## config.mk

```make
export PLATFORM = sky130hd
export DESIGN_NAME = interrupt_sequencer_flat
export DESIGN_NICKNAME = d
export VERILOG_FILES = /design/src/rtl/interrupt_sequencer_if.sv /design/src/rtl/interrupt_sequencer.sv /design/src/flat_wrapper.sv
export SDC_FILE = /design/constraint.sdc
export NUM_CORES = 1
export LEC_CHECK = 0
export ABC_AREA = 1
export BUFFER_PORTS_ARGS = -buffer_cell sky130_fd_sc_hd__buf_2
export CORE_MARGIN = 5
export CORE_UTILIZATION = 45
export CTS_CLUSTER_SIZE = 14
export DETAILED_ROUTE_END_ITERATION = 7
export PLACE_DENSITY_LB_ADDON = 0.1
export SYNTH_ARGS = -nofsm -noshare
export SYNTH_HDL_FRONTEND = slang
export SYNTH_SLANG_ARGS = --single-unit
```

## constraint.sdc

```tcl
create_clock -name clk -period 4.48 [get_ports clk]
set_input_delay 0 -clock clk [delete_from_list [all_inputs] [get_ports clk]]
set_output_delay 0 -clock clk [all_outputs]
set_load 0.05 [all_outputs]
```

## src/rtl/interrupt_sequencer_if.sv

```systemverilog
// Pipeline-facing bundle of the interrupt sequencer: request/qualifier inputs,
// stack push/pop strobes and PC/CCR override outputs.
interface interrupt_sequencer_if;
    logic        int_req;
    logic        hdu_stall;
    logic        branch_pending;
    logic        rti_decode;
    logic [31:0] pc_fetch;
    logic [2:0]  ccr_in;
    logic [15:0] pop_data;

    logic        int_ack;
    logic        in_isr;
    logic        fetch_freeze;
    logic        inject_nop;
    logic        push_en;
    logic        pop_en;
    logic [1:0]  stk_sel;
    logic [15:0] push_data;
    logic        pc_load;
    logic [31:0] pc_load_addr;
    logic        ccr_load;
    logic [2:0]  ccr_restore;

    modport master (
        output int_req, hdu_stall, branch_pending, rti_decode, pc_fetch, ccr_in, pop_data,
        input  int_ack, in_isr, fetch_freeze, inject_nop, push_en, pop_en, stk_sel,
               push_data, pc_load, pc_load_addr, ccr_load, ccr_restore
    );

    modport slave (
        input  int_req, hdu_stall, branch_pending, rti_decode, pc_fetch, ccr_in, pop_data,
        output int_ack, in_isr, fetch_freeze, inject_nop, push_en, pop_en, stk_sel,
               push_data, pc_load, pc_load_addr, ccr_load, ccr_restore
    );
endinterface

```

## src/rtl/interrupt_sequencer.sv

```systemverilog
// Interrupt entry / RTI return sequencer for the five-stage pipeline.
// Optional macro INT_SAVE_CCR_EN adds the CCR push/pop states.
module interrupt_sequencer #(
    parameter logic [31:0] VECTOR_ADDR  = 32'h0000_0020,
    parameter int unsigned DRAIN_CYCLES = 3
) (
    input logic                  clk,
    input logic                  reset,
    interrupt_sequencer_if.slave bus
);

    typedef enum logic [3:0] {
        IDLE, DRAIN, PUSH_LO, PUSH_HI, PUSH_CCR, VECTOR,
        RTI_DRAIN, POP_CCR, POP_HI, POP_LO, WAIT_LO, RESUME
    } state_t;

    state_t      state_q, state_d;
    logic [2:0]  cnt_q, cnt_d;
    logic        pending_q, pending_d;
    logic        in_isr_q, in_isr_d;
    logic [31:0] saved_pc_q, saved_pc_d;
    logic [15:0] hi_q, hi_d;
`ifdef INT_SAVE_CCR_EN
    logic [2:0]  saved_ccr_q, saved_ccr_d;
`endif

    logic        int_ack_q, int_ack_d;
    logic        freeze_q, freeze_d;
    logic        push_en_q, push_en_d;
    logic        pop_en_q, pop_en_d;
    logic [1:0]  stk_sel_q, stk_sel_d;
    logic [15:0] push_data_q, push_data_d;
    logic        pc_load_q, pc_load_d;
    logic [31:0] pc_load_addr_q, pc_load_addr_d;
    logic        ccr_load_q, ccr_load_d;
    logic [2:0]  ccr_restore_q, ccr_restore_d;

    logic accept;
    assign accept = pending_q && !in_isr_q && !bus.hdu_stall && !bus.branch_pending;

    always_comb begin
        state_d       = state_q;
        cnt_d         = cnt_q;
        pending_d     = pending_q | bus.int_req;
        in_isr_d      = in_isr_q;
        saved_pc_d    = saved_pc_q;
        hi_d          = hi_q;
        ccr_restore_d = ccr_restore_q;
`ifdef INT_SAVE_CCR_EN
        saved_ccr_d   = saved_ccr_q;
`endif
        case (state_q)
            IDLE: begin
                // accept already requires !in_isr, so RTI always takes priority
                if (in_isr_q && bus.rti_decode) begin
                    state_d = RTI_DRAIN;
                    cnt_d   = 3'(DRAIN_CYCLES - 1);
                end else if (accept) begin
                    state_d    = DRAIN;
                    cnt_d      = 3'(DRAIN_CYCLES - 1);
                    pending_d  = 1'b0;
                    saved_pc_d = bus.pc_fetch;
`ifdef INT_SAVE_CCR_EN
                    saved_ccr_d = bus.ccr_in;
`endif
                end
            end
            DRAIN: begin
                if (cnt_q == 3'd0) state_d = PUSH_LO;
                else               cnt_d   = cnt_q - 3'd1;
            end
            PUSH_LO: state_d = PUSH_HI;
`ifdef INT_SAVE_CCR_EN
            PUSH_HI:  state_d = PUSH_CCR;
            PUSH_CCR: state_d = VECTOR;
`else
            PUSH_HI:  state_d = VECTOR;
`endif
            VECTOR: begin
                state_d  = IDLE;
                in_isr_d = 1'b1;
            end
            RTI_DRAIN: begin
`ifdef INT_SAVE_CCR_EN
                if (cnt_q == 3'd0) state_d = POP_CCR;
`else
                if (cnt_q == 3'd0) state_d = POP_HI;
`endif
                else               cnt_d   = cnt_q - 3'd1;
            end
`ifdef INT_SAVE_CCR_EN
            POP_CCR: state_d = POP_HI;
`endif
            // pop_data trails pop_en by one cycle, so each capture lags its pop
            POP_HI: begin
                state_d = POP_LO;
`ifdef INT_SAVE_CCR_EN
                ccr_restore_d = bus.pop_data[2:0];
`endif
            end
            POP_LO: begin
                state_d = WAIT_LO;
                hi_d    = bus.pop_data;
            end
            WAIT_LO: state_d = RESUME;
            RESUME: begin
                state_d  = IDLE;
                in_isr_d = 1'b0;
            end
            default: state_d = IDLE;
        endcase
    end

    // Outputs are decoded from the next state so they register with it.
    always_comb begin
        int_ack_d      = (state_q == IDLE) && (state_d == DRAIN);
        freeze_d       = (state_d != IDLE);
        push_en_d      = 1'b0;
        pop_en_d       = 1'b0;
        stk_sel_d      = 2'd0;
        push_data_d    = 16'h0000;
        pc_load_d      = 1'b0;
        pc_load_addr_d = 32'h0000_0000;
        ccr_load_d     = 1'b0;
        case (state_d)
            PUSH_LO: begin
                push_en_d   = 1'b1;
                stk_sel_d   = 2'd0;
                push_data_d = saved_pc_q[15:0];
            end
            PUSH_HI: begin
                push_en_d   = 1'b1;
                stk_sel_d   = 2'd1;
                push_data_d = saved_pc_q[31:16];
            end
`ifdef INT_SAVE_CCR_EN
            PUSH_CCR: begin
                push_en_d   = 1'b1;
                stk_sel_d   = 2'd2;
                push_data_d = {13'b0, saved_ccr_q};
            end
            POP_CCR: begin
                pop_en_d  = 1'b1;
                stk_sel_d = 2'd2;
            end
`endif
            VECTOR: begin
                pc_load_d      = 1'b1;
                pc_load_addr_d = VECTOR_ADDR;
            end
            POP_HI: begin
                pop_en_d  = 1'b1;
                stk_sel_d = 2'd1;
            end
            POP_LO: begin
                pop_en_d  = 1'b1;
                stk_sel_d = 2'd0;
            end
            RESUME: begin
                pc_load_d      = 1'b1;
                pc_load_addr_d = {hi_q, bus.pop_data};
`ifdef INT_SAVE_CCR_EN
                ccr_load_d     = 1'b1;
`endif
            end
            default: ;
        endcase
    end

    always_ff @(posedge clk) begin
        if (!reset) begin
            state_q        <= IDLE;
            cnt_q          <= 3'd0;
            pending_q      <= 1'b0;
            in_isr_q       <= 1'b0;
            saved_pc_q     <= 32'h0000_0000;
            hi_q           <= 16'h0000;
            int_ack_q      <= 1'b0;
            freeze_q       <= 1'b0;
            push_en_q      <= 1'b0;
            pop_en_q       <= 1'b0;
            stk_sel_q      <= 2'd0;
            push_data_q    <= 16'h0000;
            pc_load_q      <= 1'b0;
            pc_load_addr_q <= 32'h0000_0000;
            ccr_load_q     <= 1'b0;
            ccr_restore_q  <= 3'd0;
`ifdef INT_SAVE_CCR_EN
            saved_ccr_q    <= 3'd0;
`endif
        end else begin
            state_q        <= state_d;
            cnt_q          <= cnt_d;
            pending_q      <= pending_d;
            in_isr_q       <= in_isr_d;
            saved_pc_q     <= saved_pc_d;
            hi_q           <= hi_d;
            int_ack_q      <= int_ack_d;
            freeze_q       <= freeze_d;
            push_en_q      <= push_en_d;
            pop_en_q       <= pop_en_d;
            stk_sel_q      <= stk_sel_d;
            push_data_q    <= push_data_d;
            pc_load_q      <= pc_load_d;
            pc_load_addr_q <= pc_load_addr_d;
            ccr_load_q     <= ccr_load_d;
            ccr_restore_q  <= ccr_restore_d;
`ifdef INT_SAVE_CCR_EN
            saved_ccr_q    <= saved_ccr_d;
`endif
        end
    end

    assign bus.int_ack      = int_ack_q;
    assign bus.in_isr       = in_isr_q;
    assign bus.fetch_freeze = freeze_q;
    assign bus.inject_nop   = freeze_q;
    assign bus.push_en      = push_en_q;
    assign bus.pop_en       = pop_en_q;
    assign bus.stk_sel      = stk_sel_q;
    assign bus.push_data    = push_data_q;
    assign bus.pc_load      = pc_load_q;
    assign bus.pc_load_addr = pc_load_addr_q;
    assign bus.ccr_load     = ccr_load_q;
    assign bus.ccr_restore  = ccr_restore_q;

endmodule
```

## src/flat_wrapper.sv

```systemverilog
// flat-port wrapper written by rule: the top's interface ports become plain ports
module interrupt_sequencer_flat 
#(
    parameter logic [31:0] VECTOR_ADDR  = 32'h0000_0020,
    parameter int unsigned DRAIN_CYCLES = 3
)
  (clk, reset, bus_int_req, bus_hdu_stall, bus_branch_pending, bus_rti_decode, bus_pc_fetch, bus_ccr_in, bus_pop_data, bus_int_ack, bus_in_isr, bus_fetch_freeze, bus_inject_nop, bus_push_en, bus_pop_en, bus_stk_sel, bus_push_data, bus_pc_load, bus_pc_load_addr, bus_ccr_load, bus_ccr_restore);
  interrupt_sequencer_if bus_i ();
  input logic clk;
  input logic reset;
  input wire logic [$bits(bus_i.int_req)-1:0] bus_int_req;
  input wire logic [$bits(bus_i.hdu_stall)-1:0] bus_hdu_stall;
  input wire logic [$bits(bus_i.branch_pending)-1:0] bus_branch_pending;
  input wire logic [$bits(bus_i.rti_decode)-1:0] bus_rti_decode;
  input wire logic [$bits(bus_i.pc_fetch)-1:0] bus_pc_fetch;
  input wire logic [$bits(bus_i.ccr_in)-1:0] bus_ccr_in;
  input wire logic [$bits(bus_i.pop_data)-1:0] bus_pop_data;
  output wire logic [$bits(bus_i.int_ack)-1:0] bus_int_ack;
  output wire logic [$bits(bus_i.in_isr)-1:0] bus_in_isr;
  output wire logic [$bits(bus_i.fetch_freeze)-1:0] bus_fetch_freeze;
  output wire logic [$bits(bus_i.inject_nop)-1:0] bus_inject_nop;
  output wire logic [$bits(bus_i.push_en)-1:0] bus_push_en;
  output wire logic [$bits(bus_i.pop_en)-1:0] bus_pop_en;
  output wire logic [$bits(bus_i.stk_sel)-1:0] bus_stk_sel;
  output wire logic [$bits(bus_i.push_data)-1:0] bus_push_data;
  output wire logic [$bits(bus_i.pc_load)-1:0] bus_pc_load;
  output wire logic [$bits(bus_i.pc_load_addr)-1:0] bus_pc_load_addr;
  output wire logic [$bits(bus_i.ccr_load)-1:0] bus_ccr_load;
  output wire logic [$bits(bus_i.ccr_restore)-1:0] bus_ccr_restore;
  assign bus_i.int_req = bus_int_req;
  assign bus_i.hdu_stall = bus_hdu_stall;
  assign bus_i.branch_pending = bus_branch_pending;
  assign bus_i.rti_decode = bus_rti_decode;
  assign bus_i.pc_fetch = bus_pc_fetch;
  assign bus_i.ccr_in = bus_ccr_in;
  assign bus_i.pop_data = bus_pop_data;
  assign bus_int_ack = bus_i.int_ack;
  assign bus_in_isr = bus_i.in_isr;
  assign bus_fetch_freeze = bus_i.fetch_freeze;
  assign bus_inject_nop = bus_i.inject_nop;
  assign bus_push_en = bus_i.push_en;
  assign bus_pop_en = bus_i.pop_en;
  assign bus_stk_sel = bus_i.stk_sel;
  assign bus_push_data = bus_i.push_data;
  assign bus_pc_load = bus_i.pc_load;
  assign bus_pc_load_addr = bus_i.pc_load_addr;
  assign bus_ccr_load = bus_i.ccr_load;
  assign bus_ccr_restore = bus_i.ccr_restore;
  interrupt_sequencer #(.VECTOR_ADDR(VECTOR_ADDR), .DRAIN_CYCLES(DRAIN_CYCLES)) u_core (.clk(clk), .reset(reset), .bus(bus_i));
endmodule
```

==> results.toml, run 1 <==
[run_status]
status = "finished clean"

[logic_synthesis]
synth_enable_flop_cells = 0
synth.top_cell.area_share = 0.556
ys_ff_latch = 111
syn-cell-area_um2 = 4000
avgSynthCellArea_um2 = 8.16
yosysUniqueCellTypes = 24
synth_top_cell_by_area = "dfxtp_1"
synthMostInstantiatedCell = "nor2_1"
yosysWarnings = 0
synthTopCellsByCount = "114 x nor2_1, 111 x dfxtp_1, 46 x nand2_1"
synth_flop_cell = "dfxtp_1"
synthCells = 490
synth_area_leaders = "dfxtp_1 56%, nor2_1 11%, o21ai_0 5.5%, nand2_1 4.3%, a21oi_1 4.1%"
synthArstFlopShare = 0
yosysSeqAreaShare = 0.556

[clock_network]
cts_hold_buf = 49
root_buffer = "clkbuf_8"
clock-sinks = 111
htreeDepth = 3
cts_tree = "built"
post_cts_resized = 0
postCtsSetupBuffers = 0
clkTransAtPathRegs_ns = 0.11
cts_buffers = 9
clkLatencyLatePin_ns = 0.37
cts_max_path_buffers = 2

[finish]
antenna_cells = 0
area_delta_synth_final_pct = 30.6
fin_nets = 686
final_util = 0.602
fillers = 809
stdcell_count = 740
drive_gt1_frac = 0.228

[die]
io_pins = 118
row_count = 34
die_y_um = 104
start_util = 0.461
fp.dieArea_um2 = 10900
coreArea_um2 = 8680
die_x_um = 104

[timing]
fin_ws_ns = 2.32
hold_violations = 0
finalSetupTns_ns = 0
worst_pin_slew_ns = 1.16
maxSlewViolCount = 0
skew_ns = 0.0109
grt_setup_unrepaired = "false"
setup_violations = 0
min_period_ns = 2.16
relSlewSlack = 0.229
fmax_ghz = 0.463
hold_ws_ns = 0.0163
fin_crit_sh = 0.482

[global_routing]
grt_max_degree = 74
top_usage_layer = "met2"
antenna_found_initial = 0
gr-total-overflow = 0
grt_pass1_wl_um = 17000
grt_usage = 0.188
grt.met3_usage = 0.0372
globalRouteMet2Util = 0.296
grt_pass1_vias = 3490
use_met1 = 0.249

[drt]
antenna_left = 0
drt_wl_total_um = 10200
avgViaCountPerCell = 4.95
first_iter_violations = 235
num_vias = 3664
wl_per_cell_um = 13.8
dr.pass1.iters = 4
drcViolationCount = 0

[critical_path]
rr_startpoint = "u_core.cnt_q[0]"
worstPathMaxFanout = 19
crit_required_ns = 4.73
r2r_end = "u_core.bus.fetch_freeze"
worstPathArrival_ns = 2.41
crit_path_end_kind = "register"
startpoint_type = "register"
reg2reg_slack_ns = 2.32
reg2regPathDepth = 10
path_class = "reg -> reg"

[power]
ir_drop_mv = 0.182
p_leak_nw = 2.38
power_density_nw_per_um2 = 374

[worst_hold_path]
hold_path_class = "in -> reg"
hold_depth = 4
hold_path.startpoint = "bus_rti_decode"
hold_end = "u_core.bus.int_ack"

[placed_design]
place_ws_ns = 2.33
dp.cells = 675
hpwlAfterDp_um = 6170
gp_congestion = 0.802
numPortBuffers = 109

[run]
drv_cap = 0
-- placed cells by master, fill, tap and decap left out, drive strengths merged --
master	count
nand3	27
and3	1
inv	31
ha	2
o21ai	52
dlygate4sd3	49
clkbuf	9
nor2	122
nand2	48
conb	5
buf	112
nand4	19
a21oi	33
dfxtp	111
nor3	9
bufinv	2
-- flip-flops by register name, summed over array words and instances, names as in the netlist, 3 cells and up --
name                     flops
u_core.bus.pc_load_addr     32
u_core.bus.push_data        16
u_core.cnt_q                 3
u_core.hi_q                 16
u_core.saved_pc_q           32
u_core.state_q               4
-- where the power goes --
group	internal (mW)	switching, mW	leakage (nW)	total (mW)
clock	0.329	0.361	0.119	0.691
combinational	0.0841	0.151	1.36	0.235
sequential	1.01	0.0139	0.897	1.03
total	1.43	0.526	2.38	1.95
-- critical path, stage by stage, from the launching register on --
cell	delay [ns]
dfxtp_1	0.32
inv_1	0.07
ha_1	0.14
ha_1	0.68
inv_1	0.14
nand3_1	0.19
nand2_1	0.07
nor2_1	0.19
nand3_1	0.10
nor2_1	0.09
nor2_1	0.04
-- cell type report --
cell class | count | area, um^2 | share of cell area
clock buffers | 9 | 124 | 0.0237
multi-input cells | 318 | 1480 | 0.283
well taps | 108 | 135 | 0.0259
inverters | 26 | 97.6 | 0.0187
clock inverters | 7 | 109 | 0.0208
flip-flops and latches | 111 | 2220 | 0.425
repair buffers | 161 | 1060 | 0.203
-- worst max-delay path by stage --
stage / cells after the start / from / to
2_1_floorplan: 10 / u_core.cnt_q[0] / u_core.cnt_q[2]
3_3_place_gp: 10 / u_core.cnt_q[0] / u_core.bus.fetch_freeze
3_5_place_dp: 10 / u_core.cnt_q[0] / u_core.bus.fetch_freeze
4_1_cts: 10 / u_core.cnt_q[0] / u_core.bus.fetch_freeze
5_1_grt: 10 / u_core.cnt_q[0] / u_core.bus.fetch_freeze
6_report: 10 / u_core.cnt_q[0] / u_core.bus.fetch_freeze
-- per-layer routing --
| metal | up-vias | part of all wire |
|---|---|---|
| li1 | 1857 | - |
| met1 | 1686 | 0.44 |
| met2 | 107 | 0.47 |
| met3 | 14 | 0.063 |
| met4 | 0 | 0.020 |
| met5 | - | 0 |
-- cells by family after synthesis --
group | count (synthesis) | synth area share
AOI/OAI and AO/OA | 85 | 0.106
adders and majority gates | 2 | 0.00625
buffers and inverters | 65 | 0.0788
DFF | 111 | 0.556
other | 1 | 0.000937
and+or+nand+nor | 226 | 0.252
-- per-stage QoR --
step	instance area, um^2	power (mW)
2_1_floorplan	4020	1.20
3_3_place_gp	4500	1.25
3_5_place_dp	4500	1.25
4_1_cts	5220	1.97
5_1_grt	5220	2.03
6_report	5220	1.95
No activity file was read; power rests on OpenSTA's default activity.
==> run 2, diff against run 1 <==
- clock period: 4.48 -> 1.95 ns (I/O delays scaled with it)
==> results.toml, run 2 (same netlist as run 1, synthesis figures left out) <==
[power]
power_density_nw_per_um2 = 825
p_comb_frac = 0.128
p_leak_nw = 2.40
clockPowerShare = 0.328
ir_drop_mv = 0.410
p_seq_frac = 0.544
p_switching_mw = 1.18
p_int_mw = 3.16
power_switching_share = 0.272
total_power_mw = 4.34

[critical_path]
startpoint_type = "register"
worst-path-buf-inv = 1
slowest_stage = "buf_4"
critPathMaxStageDelay_ns = 0.39
worstPathMaxFanout = 33
path_class = "reg -> reg"
r2r_end = "u_core.cnt_q[1]"
reg2regPathDepth = 7
crit_required_ns = 2.20
critPathLaunch = "u_core.state_q[3]"
worst_path_most_repeated_cell = "nand2_1"
worstPathArrival_ns = 1.84
critical-path-top-delay-family = "simple AND/OR/NAND/NOR gates"
rr_startpoint = "u_core.state_q[3]"
cp_cell_sequence = "nor2_4, buf_4, nand2_1, nand2_1, nand2_1, nand3_1, a21oi_1"
crit_path_end_kind = "register"
reg2reg_slack_ns = 0.36

[finish]
stdcell_count = 746
antenna_cells = 0
area_delta_synth_final_pct = 31.6
layout_commonest_cell = "nor2_1"
seqCellArea_um2 = 2220
fillers = 814
layout_common_cells = "114 x nor2_1, 111 x dfxtp_1, 109 x buf_2, 50 x dlygate4sd3_1, 46 x nand2_1"
fin_nets = 692
multi_input_area_um2 = 1480
drive_gt1_frac = 0.234

[clock_network]
htreeDepth = 3
root_buffer = "clkbuf_8"
clkLatencyLatePin_ns = 0.36
clkTransAtPathRegs_ns = 0.11
cts_buffers = 9
cts_max_path_buffers = 2
clock-sinks = 111
cts_tree = "built"
post_cts_resized = 0

[die]
die_x_um = 104
row_count = 34
io_pins = 118
start_util = 0.461
fp.dieArea_um2 = 10900
die_y_um = 104
coreArea_um2 = 8680

[global_routing]
antenna_found_initial = 0
grt_usage = 0.182
grt_max_degree = 73
gr-total-overflow = 0
grt_pass1_vias = 3514
grt_pass1_wl_um = 16600

[timing]
grt_setup_unrepaired = "false"
fin_crit_sh = 0.813
worst_pin_slew_ns = 0.633
setup_violations = 0
skew_ns = 0.0139
fmax_ghz = 0.630
relSlewSlack = 0.578
finalSetupTns_ns = 0
hold_violations = 0
min_period_ns = 1.59
fin_ws_ns = 0.364
maxSlewViolCount = 0
hold_ws_ns = 0.0325

[drt]
first_iter_violations = 154
wl_met3_um = 562
drt_wl_total_um = 9850
antenna_left = 0
routedLengthMet1_um = 4540
drcViolationCount = 0
dr_wl_met2_um = 4630
avgViaCountPerCell = 4.86
wl_per_cell_um = 13.2
top_layer = "met4"
dr.pass1.iters = 4
num_vias = 3624

[placed_design]
hpwlAfterDp_um = 6180
place_ws_ns = 0.391
numPortBuffers = 109
gp_congestion = 0.826
dp.cells = 680

[worst_hold_path]
hold_end = "u_core.pending_q"
hold_depth = 5
hold_path.startpoint = "bus_branch_pending"
hold_path_class = "in -> reg"

[run]
drv_cap = 0

[run_status]
status = "finished clean"
## run 2: power by group through the flow
stage / Clock, mW / Combinational, mW / Sequential [mW]
final: 1.42 / 0.555 / 2.36
after global routing: 1.57 / 0.614 / 2.37
after CTS: 1.47 / 0.555 / 2.36
after detailed placement: 0 / 0.477 / 2.41
after global placement: 0 / 0.473 / 2.41
after floorplan: 0 / 0.305 / 2.45
## run 2: routing by layer
metal / track usage / vias to the layer above
li1: - / 1868
met1: 0.236 / 1645
met2: 0.298 / 100
met3: 0.0453 / 11
met4: 0.0564 / 0
met5: 0 / -
## run 2: worst max path at each step
stage,endpoint,slack [ns],cells after the start
after global routing,u_core.hi_q[5],0.19,6
after CTS,u_core.cnt_q[2],0.38,9
final,u_core.cnt_q[1],0.36,7
after detailed placement,u_core.cnt_q[2],0.39,9
after global placement,u_core.bus.fetch_freeze,0.40,10
after floorplan,u_core.cnt_q[2],0.45,10
## run 2: stage by stage
stage	utilization	instance area (um^2)
global route	0.607	5260
global placement	0.524	4550
finish	0.607	5260
detailed placement	0.524	4550
floorplan	-	4020
CTS	0.607	5260
## run 2: what timing repair did
action / in CTS / in global routing
setup buffers: 0 / 0
endpoints found under the hold margin: 66 / 0
hold buffers: 50 / 0
## run 2: layout make-up
cell class / count / area share
repair buffers: 167 / 0.213
clock buffers: 9 / 0.0235
flip-flops and latches: 111 / 0.422
well taps: 108 / 0.0257
multi-input cells: 318 / 0.281
clock inverters: 7 / 0.0169
inverters: 26 / 0.0185
## run 2: worst min-delay path: stages
cell	delay, ns
buf_2	0.07
nor2_1	0.03
nand2_1	0.12
nor2_4	0.07
nor2_1	0.07
==> run 3, diff against run 2 <==
- ABC_AREA: 1 -> 0
- clock period: 1.95 -> 1.36 ns (I/O delays scaled with it)
==> results.toml, run 3 <==
[worst_hold_path]
hold_path_class = "in -> reg"

[drt]
drt_wl_total_um = 12200
num_vias = 3789
wl_met3_um = 732
dr.pass1.iters = 4
top_layer = "met4"
avgViaCountPerCell = 5.09
drcViolationCount = 0
routedLengthMet1_um = 5000
wl_per_cell_um = 16.4
dr_wl_met2_um = 6230
first_iter_violations = 129
antenna_left = 0

[die]
die_y_um = 103
fp.dieArea_um2 = 10500
row_count = 33
coreArea_um2 = 8300
io_pins = 118
start_util = 0.466
die_x_um = 103

[clock_network]
cts_max_path_buffers = 2
clkLatencyLatePin_ns = 0.38
cts_tree = "built"
clkTransAtPathRegs_ns = 0.11
root_buffer = "clkbuf_8"
cts_buffers = 9
htreeDepth = 3
clock-sinks = 111

[power]
total_power_mw = 8.26
ir_drop_mv = 0.693
power_density_nw_per_um2 = 1270
p_leak_nw = 2.77

[critical_path]
critPathMaxStageDelay_ns = 0.35
worst_path_most_repeated_cell = "ha_4"
worstPathMaxFanout = 3
path_class = "reg -> reg"
slowest_stage = "dfxtp_2"
worstPathArrival_ns = 1.95
crit_path_end_kind = "register"
crit_required_ns = 1.63
critical-path-top-delay-family = "compound AO/OA/AOI/OAI gates"
cp_cell_sequence = "inv_2, ha_4, ha_4, and2b_2, a22oi_2, buf_4, o31a_2, o21a_1"
worst-path-buf-inv = 2
startpoint_type = "register"

[finish]
final_util = 0.782
layout_common_cells = "109 x buf_2, 104 x dfxtp_1, 59 x nand2_1, 49 x dlygate4sd3_1, 35 x a21oi_2"
drive_gt1_frac = 0.510
fillers = 535
layout_commonest_cell = "buf_2"
area_delta_synth_final_pct = 67.9
antenna_cells = 0
fin_nets = 693

[logic_synthesis]
synth_top_cell_by_area = "dfxtp_1"
muxShareOfSynthArea = 0
yosys.area_share.simple = 0.235
synth_enable_flop_cells = 0
synth-adder-area-share = 0.00647
ys_ff_latch = 111
yosysSeqAreaShare = 0.575
synthXorXnorAreaFrac = 0
synth.top_cell.area_share = 0.575
yosysUniqueCellTypes = 41
synthMostInstantiatedCell = "dfxtp_1"
synthCells = 429
synth_area_leaders = "dfxtp_1 57%, nand2_1 9.8%, a21oi_1 7.1%, and2_1 5.5%, a22oi_1 3.5%"
synth_top_family_by_area = "simple AND/OR/NAND/NOR gates"
synth-compound-area-share = 0.134
synth_flop_cell = "dfxtp_1"
synthTopCellsByCount = "111 x dfxtp_1, 101 x nand2_1, 55 x a21oi_1"
avgSynthCellArea_um2 = 9.02
yosysWarnings = 0
syn-cell-area_um2 = 3870
synthArstFlopShare = 0

[timing]
fin_crit_sh = 1.23
grt_setup_unrepaired = "true"
hold_violations = 0
fin_ws_ns = -0.319
setup_violations = 81
fmax_ghz = 0.596
min_period_ns = 1.68
maxSlewViolCount = 0
skew_ns = 0.0212

[run]
drv_cap = 0

[global_routing]
antenna_found_initial = 0
grt_pass1_wl_um = 16600
gr-total-overflow = 0
grt_pass1_vias = 3544
grt_usage = 0.198
grt_max_degree = 63

[placed_design]
hpwlAfterDp_um = 6310
numPortBuffers = 109
gp_congestion = 0.835

[run_status]
status = "complete, but fails checks"
violations = "setup timing"
[run 3: changes by cell type after synthesis, sizes merged, moves of 21 or more]
cell,previous run,this run
a21oi,33,55
and2,0,34
o21ai,52,7
nor2,122,24
nand3,27,2
nand2,48,101
inv,26,5
[run 3: per-layer routing]
layer | track usage | vias to the layer above
met5 | 0 | -
met4 | 0.0646 | 0
met3 | 0.0392 | 27
met2 | 0.340 | 127
met1 | 0.248 | 1800
li1 | - | 1835
[run 3: kinds of logic after synthesis]
group           Yosys count
other cells               1
compound gates           89
buf+inv                  37
flops                   111
simple gates            189
fa+ha+maj                 2
[run 3: cell type report]
class | instances | area, um^2 | area share
Sequential cell | 111 | 2240 | 0.346
Inverter | 5 | 18.8 | 0.00289
Clock inverter | 7 | 57.6 | 0.00886
Multi-Input combinational cell | 288 | 2150 | 0.331
Tap cell | 105 | 131 | 0.0202
Clock buffer | 9 | 124 | 0.0191
Timing Repair Buffer | 219 | 1770 | 0.272
[run 3: power by group]
group,switching (mW),internal (mW),leakage (nW)
Combinational,1.46,1.41,1.77
Clock,1.16,0.690,0.0965
Sequential,0.135,3.41,0.901
Total,2.75,5.51,2.77
[run 3: timing repair]
action / 4_1_cts / 5_1_grt
hold buffers: 49 / 0
resized for setup: 51 / 137
endpoints found under the hold margin: 65 / 0
endpoints found under the setup margin: 77 / 92
cloned: 6 / 5
setup buffers: 11 / 11
pin swaps: 19 / 80
[run 3: through the flow]
stage / worst slack [ns] / setup TNS, ns / instances / instance area [um^2] / hold WS, ns
finish: -0.319 / -11.20 / 744 / 6490 / 0.0483
global route: -0.378 / -15.88 / 744 / 6490 / 0.0469
CTS: -0.321 / -9.68 / 735 / 5900 / 0.0132
detailed placement: -0.364 / -11.99 / 653 / 4840 / 0.219
global placement: -0.314 / -12.81 / 653 / 4840 / 0.217
floorplan: -0.350 / -6.17 / 433 / 4000 / 0.122
[run 3: path summary, 6_finish.rpt]
check | from | end | slack, ns | depth (start not counted)
hold reg to reg | u_core.hi_q[2] | u_core.hi_q[2] | 0.45 | 2
hold / removal | bus_rti_decode | u_core.bus.int_ack | 0.05 | 3
setup / recovery | u_core.cnt_q[1] | u_core.cnt_q[1] | -0.32 | 8
setup reg to reg | u_core.cnt_q[1] | u_core.cnt_q[1] | -0.32 | 8
[run 3: worst reg2reg max path, delay by kind of cell (launching register included)]
| family | cells | cell delay (ns) |
|---|---|---|
| simple gates | 1 | 0.23 |
| compound gates | 3 | 0.50 |
| flops | 1 | 0.35 |
| fa+ha+maj | 2 | 0.32 |
| buf+inv | 2 | 0.20 |
